--- src/rtl/crc_tx_arbiter_if.sv ---
// Parallel-side handshake and serial-line bundle of the CRC-4 transmit arbiter.
// Requesters drive the master side; the arbiter owns the slave side.
interface crc_tx_arbiter_if #(
  parameter int DATA_W = 8
);
  logic              i_req0;
  logic              i_req1;
  logic [DATA_W-1:0] i_data0;
  logic [DATA_W-1:0] i_data1;
  logic              o_ack0;
  logic              o_ack1;
  logic              o_bit;
  logic              o_bit_valid;
  logic              o_crc_flag;
  logic              o_frame_done;
  logic              o_owner;
  logic              o_busy;

  modport master (
    output i_req0, i_req1, i_data0, i_data1,
    input  o_ack0, o_ack1, o_bit, o_bit_valid, o_crc_flag, o_frame_done, o_owner, o_busy
  );

  modport slave (
    input  i_req0, i_req1, i_data0, i_data1,
    output o_ack0, o_ack1, o_bit, o_bit_valid, o_crc_flag, o_frame_done, o_owner, o_busy
  );
endinterface

--- src/rtl/crc_tx_arbiter.sv ---
// Round-robin two-requester scheduler that serialises the granted word MSB-first
// followed by its CRC-4; every output is registered.
module crc_tx_arbiter #(
  parameter int         DATA_W = 8,
  parameter logic [4:0] GPE    = 5'b10111
) (
  input  logic            i_clk,
  input  logic            i_reset,
  crc_tx_arbiter_if.slave bus
);

  localparam int CNT_W = $clog2(DATA_W + 4);
  localparam logic [CNT_W-1:0] CNT_ZERO = CNT_W'(0);
  localparam logic [CNT_W-1:0] CNT_ONE  = CNT_W'(1);
  localparam logic [CNT_W-1:0] CNT_DATA = CNT_W'(DATA_W - 1);
  localparam logic [CNT_W-1:0] CNT_CRC  = CNT_W'(3);

  typedef enum logic [1:0] {
    ST_IDLE = 2'd0,
    ST_DATA = 2'd1,
    ST_CRC  = 2'd2
  } state_t;

  function automatic logic [3:0] crc4_step(input logic [3:0] crc, input logic din);
    logic fb;
    fb = crc[3] ^ din;
    if (fb) begin
      return {crc[2:0], 1'b0} ^ GPE[3:0];
    end else begin
      return {crc[2:0], 1'b0};
    end
  endfunction

  state_t            state_r, state_nx_s;
  logic [DATA_W-1:0] shift_r, shift_nx_s;
  logic [3:0]        crc_r, crc_nx_s;
  logic [CNT_W-1:0]  cnt_r, cnt_nx_s;
  logic              ptr_r, ptr_nx_s;
  logic              grant_s, gnt_id_s;
  logic [DATA_W-1:0] sel_data_s;

  logic ack0_r, ack1_r, bit_r, valid_r, flag_r, done_r, owner_r, busy_r;
  logic ack0_nx_s, ack1_nx_s, bit_nx_s, valid_nx_s, flag_nx_s, done_nx_s, owner_nx_s, busy_nx_s;

  // ptr_r names the requester served last; on a tie the other one wins
  assign grant_s    = bus.i_req0 | bus.i_req1;
  assign gnt_id_s   = (bus.i_req0 & bus.i_req1) ? ~ptr_r : bus.i_req1;
  assign sel_data_s = gnt_id_s ? bus.i_data1 : bus.i_data0;

  // State register
  always_ff @(posedge i_clk) begin
    if (i_reset) begin
      state_r <= ST_IDLE;
    end else begin
      state_r <= state_nx_s;
    end
  end

  // Next-state decode: the counter marks the last cycle of DATA and CRC
  always_comb begin
    state_nx_s = state_r;
    case (state_r)
      ST_IDLE: if (grant_s) state_nx_s = ST_DATA; else state_nx_s = ST_IDLE;
      ST_DATA: if (cnt_r == CNT_ZERO) state_nx_s = ST_CRC; else state_nx_s = ST_DATA;
      ST_CRC:  if (cnt_r == CNT_ZERO) state_nx_s = ST_IDLE; else state_nx_s = ST_CRC;
      default: state_nx_s = ST_IDLE;
    endcase
  end

  // Output and datapath decode; the grant edge already presents the payload MSB
  always_comb begin
    ack0_nx_s  = 1'b0;
    ack1_nx_s  = 1'b0;
    bit_nx_s   = 1'b0;
    valid_nx_s = 1'b0;
    flag_nx_s  = 1'b0;
    done_nx_s  = 1'b0;
    owner_nx_s = 1'b0;
    shift_nx_s = shift_r;
    crc_nx_s   = crc_r;
    cnt_nx_s   = cnt_r;
    ptr_nx_s   = ptr_r;
    case (state_r)
      ST_IDLE: begin
        if (grant_s) begin
          ack0_nx_s  = ~gnt_id_s;
          ack1_nx_s  = gnt_id_s;
          bit_nx_s   = sel_data_s[DATA_W-1];
          valid_nx_s = 1'b1;
          owner_nx_s = gnt_id_s;
          shift_nx_s = {sel_data_s[DATA_W-2:0], 1'b0};
          crc_nx_s   = crc4_step(4'b0000, sel_data_s[DATA_W-1]);
          cnt_nx_s   = CNT_DATA;
          ptr_nx_s   = gnt_id_s;
        end else begin
          cnt_nx_s = CNT_ZERO;
        end
      end
      ST_DATA: begin
        valid_nx_s = 1'b1;
        owner_nx_s = owner_r;
        if (cnt_r == CNT_ZERO) begin
          bit_nx_s  = crc_r[3];
          flag_nx_s = 1'b1;
          crc_nx_s  = {crc_r[2:0], 1'b0};
          cnt_nx_s  = CNT_CRC;
        end else begin
          bit_nx_s   = shift_r[DATA_W-1];
          crc_nx_s   = crc4_step(crc_r, shift_r[DATA_W-1]);
          shift_nx_s = {shift_r[DATA_W-2:0], 1'b0};
          cnt_nx_s   = cnt_r - CNT_ONE;
        end
      end
      ST_CRC: begin
        if (cnt_r == CNT_ZERO) begin
          cnt_nx_s = CNT_ZERO;
        end else begin
          valid_nx_s = 1'b1;
          flag_nx_s  = 1'b1;
          owner_nx_s = owner_r;
          bit_nx_s   = crc_r[3];
          crc_nx_s   = {crc_r[2:0], 1'b0};
          cnt_nx_s   = cnt_r - CNT_ONE;
          done_nx_s  = (cnt_r == CNT_ONE);
        end
      end
      default: cnt_nx_s = CNT_ZERO;
    endcase
    busy_nx_s = (state_nx_s != ST_IDLE);
  end

  // Datapath and output registers; an aborted frame leaves nothing behind
  always_ff @(posedge i_clk) begin
    if (i_reset) begin
      shift_r <= '0;
      crc_r   <= 4'b0000;
      cnt_r   <= CNT_ZERO;
      ptr_r   <= 1'b1;
      ack0_r  <= 1'b0;
      ack1_r  <= 1'b0;
      bit_r   <= 1'b0;
      valid_r <= 1'b0;
      flag_r  <= 1'b0;
      done_r  <= 1'b0;
      owner_r <= 1'b0;
      busy_r  <= 1'b0;
    end else begin
      shift_r <= shift_nx_s;
      crc_r   <= crc_nx_s;
      cnt_r   <= cnt_nx_s;
      ptr_r   <= ptr_nx_s;
      ack0_r  <= ack0_nx_s;
      ack1_r  <= ack1_nx_s;
      bit_r   <= bit_nx_s;
      valid_r <= valid_nx_s;
      flag_r  <= flag_nx_s;
      done_r  <= done_nx_s;
      owner_r <= owner_nx_s;
      busy_r  <= busy_nx_s;
    end
  end

  assign bus.o_ack0       = ack0_r;
  assign bus.o_ack1       = ack1_r;
  assign bus.o_bit        = bit_r;
  assign bus.o_bit_valid  = valid_r;
  assign bus.o_crc_flag   = flag_r;
  assign bus.o_frame_done = done_r;
  assign bus.o_owner      = owner_r;
  assign bus.o_busy       = busy_r;

endmodule

--- src/flat_wrapper.sv ---
// flat-port wrapper written by rule: the top's interface ports become plain ports
module crc_tx_arbiter_flat 
#(
  parameter int         DATA_W = 8,
  parameter logic [4:0] GPE    = 5'b10111
)
  (i_clk, i_reset, bus_i_req0, bus_i_req1, bus_i_data0, bus_i_data1, bus_o_ack0, bus_o_ack1, bus_o_bit, bus_o_bit_valid, bus_o_crc_flag, bus_o_frame_done, bus_o_owner, bus_o_busy);
  crc_tx_arbiter_if #(.DATA_W(DATA_W)) bus_i ();
  input  logic i_clk;
  input  logic i_reset;
  input wire logic [$bits(bus_i.i_req0)-1:0] bus_i_req0;
  input wire logic [$bits(bus_i.i_req1)-1:0] bus_i_req1;
  input wire logic [$bits(bus_i.i_data0)-1:0] bus_i_data0;
  input wire logic [$bits(bus_i.i_data1)-1:0] bus_i_data1;
  output wire logic [$bits(bus_i.o_ack0)-1:0] bus_o_ack0;
  output wire logic [$bits(bus_i.o_ack1)-1:0] bus_o_ack1;
  output wire logic [$bits(bus_i.o_bit)-1:0] bus_o_bit;
  output wire logic [$bits(bus_i.o_bit_valid)-1:0] bus_o_bit_valid;
  output wire logic [$bits(bus_i.o_crc_flag)-1:0] bus_o_crc_flag;
  output wire logic [$bits(bus_i.o_frame_done)-1:0] bus_o_frame_done;
  output wire logic [$bits(bus_i.o_owner)-1:0] bus_o_owner;
  output wire logic [$bits(bus_i.o_busy)-1:0] bus_o_busy;
  assign bus_i.i_req0 = bus_i_req0;
  assign bus_i.i_req1 = bus_i_req1;
  assign bus_i.i_data0 = bus_i_data0;
  assign bus_i.i_data1 = bus_i_data1;
  assign bus_o_ack0 = bus_i.o_ack0;
  assign bus_o_ack1 = bus_i.o_ack1;
  assign bus_o_bit = bus_i.o_bit;
  assign bus_o_bit_valid = bus_i.o_bit_valid;
  assign bus_o_crc_flag = bus_i.o_crc_flag;
  assign bus_o_frame_done = bus_i.o_frame_done;
  assign bus_o_owner = bus_i.o_owner;
  assign bus_o_busy = bus_i.o_busy;
  crc_tx_arbiter #(.DATA_W(DATA_W), .GPE(GPE)) u_core (.i_clk(i_clk), .i_reset(i_reset), .bus(bus_i));
endmodule
--- config.mk ---
export PLATFORM = sky130hd
export DESIGN_NAME = crc_tx_arbiter_flat
export DESIGN_NICKNAME = d
export VERILOG_FILES = /design/src/rtl/crc_tx_arbiter_if.sv /design/src/rtl/crc_tx_arbiter.sv /design/src/flat_wrapper.sv
export SDC_FILE = /design/constraint.sdc
export NUM_CORES = 1
export LEC_CHECK = 0
export ABC_AREA = 0
export CORE_MARGIN = 8
export CORE_UTILIZATION = 40
export DETAILED_ROUTE_END_ITERATION = 10
export PLACE_DENSITY = 0.66
export REMOVE_ABC_BUFFERS = 1
export SETUP_SLACK_MARGIN = 0.3
export SLEW_MARGIN = 30
export SYNTH_ARGS = -nofsm -noshare
export SYNTH_HDL_FRONTEND = slang
export SYNTH_SLANG_ARGS = --single-unit
--- constraint.sdc ---
create_clock -name i_clk -period 2 [get_ports i_clk]
set_input_delay 0.4 -clock i_clk [delete_from_list [all_inputs] [get_ports i_clk]]
set_output_delay 0.4 -clock i_clk [all_outputs]
set_load 0.05 [all_outputs]
==> impl_metrics.tcl, run 1 <==
set metrics [dict create \
    syn_inst 135 \
    crit_start "bus_i_req1" \
    antenna_found_initial 0 \
    grt_pass1_wl_um 4800 \
    synth_largest_area_cell "dfxtp_1" \
    tightest_slew_ns 0.495 \
    vias 1070 \
    synth_top_area_share_pct 40.0 \
    regToRegSetupSlack_ns 0.35 \
    wl_per_cell_um 13.7 \
    endpoint "u_core.crc_r[0]" \
    numClockSinks 25 \
    synth_warnings 0 \
    final_cells 210 \
    placed_area_sq_um 1590 \
    clk_pin_slew_ns 0.13 \
    ys_top_cells_by_area "dfxtp_1 40%, mux2i_1 7.2%, a22o_1 4.2%" \
    clock.fmax_mhz 595 \
    core-area_sq_um 3030 \
    hold_buffers 0 \
    critPathMaxStageDelay_ns 0.54 \
    drc 0 \
    dieHeight_um 72.0 \
    area_delta_synth_final_pct 32.4 \
    setup_tns_ns 0 \
    avgSynthCellArea_sq_um 9.28 \
    synth_edf_count 0 \
    setup_viol 0 \
    path_max_fanout 11 \
    pwr_density_cell_nw_per_um2 948 \
    final_nets 191 \
    cts-root-buf "clkbuf_4" \
    worstSetupPathType "in2reg" \
    cts_buffer_depth 2 \
    final_antenna_net_count 0 \
    drt_iter0_drc 47 \
    stdcell_area_sq_um 1660 \
    finalWirelength_um 2880 \
    rsz0062_at_grt "false" \
    final-max-slew-violation-count 0 \
    num_rows 20 \
    grt_max_degree 14 \
    reg2reg_to "u_core.crc_r[0]" \
    ff2ff_path_depth 6 \
    io_buffers 27 \
    hold_path_class "reg2reg" \
    crit_chain "clkdlybuf4s50_1 -> a21boi_2 -> buf_12 -> mux2i_1 -> o21a_1 -> a211oi_1" \
    crit_slowest_cell "clkdlybuf4s50_1" \
    gr-total-overflow 0 \
    cp-end-kind "register" \
    viasPerCell 5.10 \
    drive_above_1_share_pct 15.7 \
    start_util_pct 41.4 \
    io_pins 28 \
    placed_cells 204 \
    firstDrtPassIters 4 \
    period_share_pct 84.0 \
    grt_pass1_vias 1059 \
    diodes 0 \
    synth_seq_area_share_pct 40.0 \
    cts_tree "built" \
    status "finished, final reports clean" \
    required_ns 2.21 \
    skew_ns 0.00451 \
    synth_flop_cell "dfxtp_1" \
    grt_util_all_layers_pct 11.5 \
    p_leak_nw 0.644 \
    syn-cell-area_sq_um 1250 \
    period_needed_ns 1.68 \
    fp.dieArea_sq_um 5180 \
    async_flop_share_pct 0 \
    cap_violations 0 \
    fp.dieW_um 72.0 \
    ys_types 39 \
    hpwl_um 2180 \
    htreeDepth 1 \
    cp.arrival_ns 1.89 \
    rr_startpoint "u_core.cnt_r[0]" \
    relSlewSlack_pct 67.1 \
    finalHoldViolCount 0 \
    worstSetupStartpointType "primary input" \
    ys_ff_latch 25 \
    cts_made_buffers 3 \
    vdd_ir_drop_max_v 0.000383 \
    worstSkewPairLatency_ns 0.31 \
    place_congestion 0.778 \
]
-- sequential cells by signal (all words and copies together) (netlist names) --
name and flops:
u_core.ptr_r 1, u_core.shift_r 7, u_core.bus.o_bit 1, u_core.bus.o_busy 1
u_core.bus.o_owner 1, u_core.crc_r 4, u_core.bus.o_ack1 1, u_core.cnt_r 4
u_core.state_r 2, u_core.bus.o_bit_valid 1, u_core.bus.o_ack0 1, u_core.bus.o_frame_done 1
-- synth_stat cells, types with 2 or more instances --
library cell  count
inv_1             4
clkbuf_1          3
o221ai_1          2
nand2b_1          5
nand3_1           2
nand2_1           9
nor2_1            9
o21a_1            3
ha_1              4
mux2i_1           9
a21oi_1          10
o21ai_0           7
a22o_1            6
or2_2             3
nor2b_1           6
nor3_1            3
dfxtp_1          25
a211oi_1          3
buf_2             2
-- per-layer routing --
metal  wire length, um  global-route usage, %
met1              1340                   13.2
met2              1360                   19.2
met3               165                   4.13
met4                23                   3.85
met5                 0                      0
-- layout by cell type, fill, tap and decap left out, types with 2 or more instances in the layout --
cell type / Yosys / final
dfxtp_2: 0 / 2
ha_1: 4 / 2
nand2b_1: 5 / 5
o21ai_0: 7 / 7
inv_1: 4 / 4
nor2_1: 9 / 9
buf_4: 1 / 8
o21a_1: 3 / 3
or2_2: 3 / 3
nand2_1: 9 / 9
clkbuf_4: 0 / 3
dfxtp_1: 25 / 23
a21oi_1: 10 / 10
nor3_1: 3 / 3
nor2b_1: 6 / 6
clkdlybuf4s50_1: 0 / 19
mux2i_1: 9 / 9
a22o_1: 6 / 6
dlygate4sd2_1: 0 / 7
a211oi_1: 3 / 3
nand3_1: 2 / 2
o221ai_1: 2 / 2
-- stage by stage --
stage / hold slack (ns) / power, W / setup slack [ns] / utilization [%]
floorplan: 0.431 / 0.00110 / 0.0526 / -
global placement: 0.449 / 0.00131 / 0.0812 / 52.4
detailed placement: 0.458 / 0.00132 / 0.0305 / 52.4
CTS: 0.476 / 0.00153 / 0.304 / 53.2
global route: 0.502 / 0.00168 / 0.299 / 54.8
finish: 0.480 / 0.00157 / 0.320 / 54.8
-- worst max-delay path: cells and delay by family --
kind / cells / cell delay (ns)
mux: 1 / 0.27
compound gates: 3 / 0.50
buf+inv: 2 / 0.71
-- where the power goes --
group / switching (W) / leakage, nW / internal [W] / total (W)
sequential: 0.0000788 / 0.207 / 0.000591 / 0.000670
clock: 0.000142 / 0.0150 / 0.0000779 / 0.000220
combinational: 0.000369 / 0.422 / 0.000314 / 0.000682
total: 0.000589 / 0.644 / 0.000983 / 0.00157
-- timing repair --
item | in CTS | in global routing
setup buffers | 0 | 2
setup endpoints to repair | 12 | 12
pin swaps | 0 | 2
resized for setup | 8 | 7
-- how the worst min path moves through the flow --
stage                         to  slack, ns         startpoint  cells past startpoint
6_report       u_core.shift_r[1]       0.48  u_core.shift_r[1]                      2
2_1_floorplan  u_core.shift_r[1]       0.43  u_core.shift_r[1]                      2
4_1_cts        u_core.shift_r[1]       0.48  u_core.shift_r[1]                      2
3_5_place_dp   u_core.shift_r[1]       0.46  u_core.shift_r[1]                      2
5_1_grt        u_core.shift_r[1]       0.50  u_core.shift_r[1]                      2
3_3_place_gp   u_core.shift_r[1]       0.45  u_core.shift_r[1]                      2
-- cells by family (layout without fill, tap and decap cells) --
group	count (synthesis)	in the layout	synth area share [%]
AND/OR/NAND/NOR	44	44	20.3
AO/OA/AOI/OAI	39	39	22.4
flip-flops	25	25	40.0
buffers and inverters	12	43	4.79
multiplexers	9	9	7.19
adder cells (fa/ha/maj)	4	4	4.00
XOR/XNOR	2	2	1.40
-- final cells by class --
| type | instances | area, sq um |
|---|---|---|
| clock buffers | 4 | 26.3 |
| fillers | 292 | 1370 |
| inverters | 4 | 15.0 |
| multi-input cells | 98 | 727 |
| flip-flops and latches | 25 | 503 |
| well taps | 44 | 55.1 |
| repair buffers | 35 | 332 |
Note: power is estimated with default switching activity, not from simulation.
==> run 2, diff against run 1 <==
PLACE_DENSITY = 0.68   (was 0.66)
clock period = 1.52 ns   (was 2 ns; I/O delays follow)
==> impl_metrics.tcl, run 2 (synthesized netlist as in run 1, its figures left out) <==
set metrics [dict create \
    status "complete, but fails checks" \
    violations "negative setup slack" \
    critPathMaxStageDelay_ns 0.40 \
    regMostFlops "u_core.shift_r" \
    pwr_density_cell_nw_per_um2 1240 \
    viasPerCell 5.11 \
    largest_registers "u_core.shift_r (7), u_core.cnt_r (4), u_core.crc_r (4)" \
    fp.dieW_um 72.0 \
    crit_slowest_cell "dfxtp_4" \
    grt_pass1_vias 1214 \
    final_cells 241 \
    drive_above_1_share_pct 47.7 \
    area_delta_synth_final_pct 71.0 \
    cts_buffer_depth 2 \
    start_util_pct 41.4 \
    finalHoldViolCount 0 \
    p_total_w 0.00266 \
    drt_iter0_drc 69 \
    grt_util_all_layers_pct 13.3 \
    htreeDepth 1 \
    numClockSinks 25 \
    io_buffers 27 \
    clock.fmax_mhz 649 \
    p_leak_nw 0.851 \
    wl_per_cell_um 15.9 \
    cp.arrival_ns 1.78 \
    num-fill-cells 211 \
    worstSetupStartpointType "register" \
    dieHeight_um 72.0 \
    skew_ns 0.00341 \
    rsz0062_at_grt "true" \
    crit_chain "nor4_4 -> buf_4 -> o21a_1 -> o221ai_2 -> a211oi_2" \
    cp_num_buf_inv 1 \
    final_antenna_net_count 0 \
    io_pins 28 \
    antenna_found_initial 0 \
    path_max_fanout 6 \
    gr-total-overflow 0 \
    period_share_pct 101 \
    hpwl_um 2380 \
    grt_max_degree 14 \
    final_common_cell "buf_4" \
    final_nets 222 \
    relSlewSlack_pct 75.0 \
    finalWirelength_um 3840 \
    clk_pin_slew_ns 0.13 \
    final-max-slew-violation-count 0 \
    setup_tns_ns -0.0212 \
    largest_register_ffs 7 \
    cts-root-buf "clkbuf_4" \
    place_congestion 0.827 \
    vdd_ir_drop_max_v 0.000840 \
    grt_pass1_wl_um 5590 \
    rr_startpoint "u_core.cnt_r[1]" \
    hold_path_class "reg2reg" \
    fin_util_pct 70.7 \
    critPathTopFamily "compound AO/OA/AOI/OAI gates" \
    firstDrtPassIters 4 \
    cap_violations 0 \
    required_ns 1.76 \
    period_needed_ns 1.54 \
    crit_start "u_core.cnt_r[1]" \
    placed_cells 220 \
    worstSetupPathType "reg2reg" \
    fp.dieArea_sq_um 5180 \
    diodes 0 \
    cp-end-kind "register" \
    cts_made_buffers 3 \
    tightest_slew_ns 0.371 \
    cts_tree "built" \
    worstSkewPairLatency_ns 0.31 \
    setup_viol 1 \
    drc 0 \
    worstHoldStart "u_core.shift_r[1]" \
    core-area_sq_um 3030 \
    num_rows 20 \
    layout_common_cells "32 x buf_4, 18 x dfxtp_1, 17 x clkdlybuf4s50_1" \
    vias 1231 \
    fin_ws_ns -0.0212 \
]
==> run 2: changes by cell type in the layout (fill, tap and decap cells not counted), sizes merged <==
cell | previous run | this run
dlygate4sd2 | 7 | 2
buf | 9 | 47
clkdlybuf4s50 | 19 | 17
==> run 2: path summary, 6_finish.rpt <==
path,end,slack [ns],cells after the start
max,u_core.crc_r[2],-0.02,5
min,u_core.shift_r[1],0.47,2
max reg2reg,u_core.crc_r[2],-0.02,5
min reg2reg,u_core.shift_r[1],0.47,2
==> run 2: stage by stage <==
stage,area (sq um),hold slack [ns],setup WS (ns)
2_1_floorplan,1210,0.373,-0.427
3_3_place_gp,1740,0.442,-0.321
3_5_place_dp,1740,0.452,-0.352
4_1_cts,2010,0.467,0.0438
5_1_grt,2140,0.514,-0.0681
6_report,2140,0.472,-0.0212
==> run 2: layer usage <==
metal	global-route usage, %	up-vias	part of all wire, %
li1	-	611	-
met1	15.3	584	40
met2	22.4	28	53
met3	3.17	8	4.2
met4	7.03	0	2.2
met5	0	-	0
==> run 2: cell type report <==
class                           count  area (sq um)  area share [%]
Tap cell                           44          55.1            2.57
Clock buffer                        4          26.3            1.23
Timing Repair Buffer               66           641            29.9
Multi-Input combinational cell     98           883            41.2
Sequential cell                    25           519            24.2
Inverter                            4          17.5           0.818
==> run 2: where the power goes <==
| part | total (W) | switching (W) | internal [W] |
|---|---|---|---|
| sequential | 0.000915 | 0.000128 | 0.000787 |
| clock | 0.000291 | 0.000189 | 0.000102 |
| combinational | 0.00145 | 0.000665 | 0.000786 |
| total | 0.00266 | 0.000982 | 0.00168 |
==> run 2: what timing repair did <==
item                                    in CTS  in global routing
pin swaps                                   19                 17
gates resized for setup                     42                 21
hold buffers                                 0                  0
endpoints found under the setup margin      24                 24
setup buffers                               11                  6
==> run 2: worst min-delay path, stage by stage, from the launching register on <==
cell and delay (ns):
dfxtp_1 0.33, nand2_1 0.05, a21oi_1 0.05
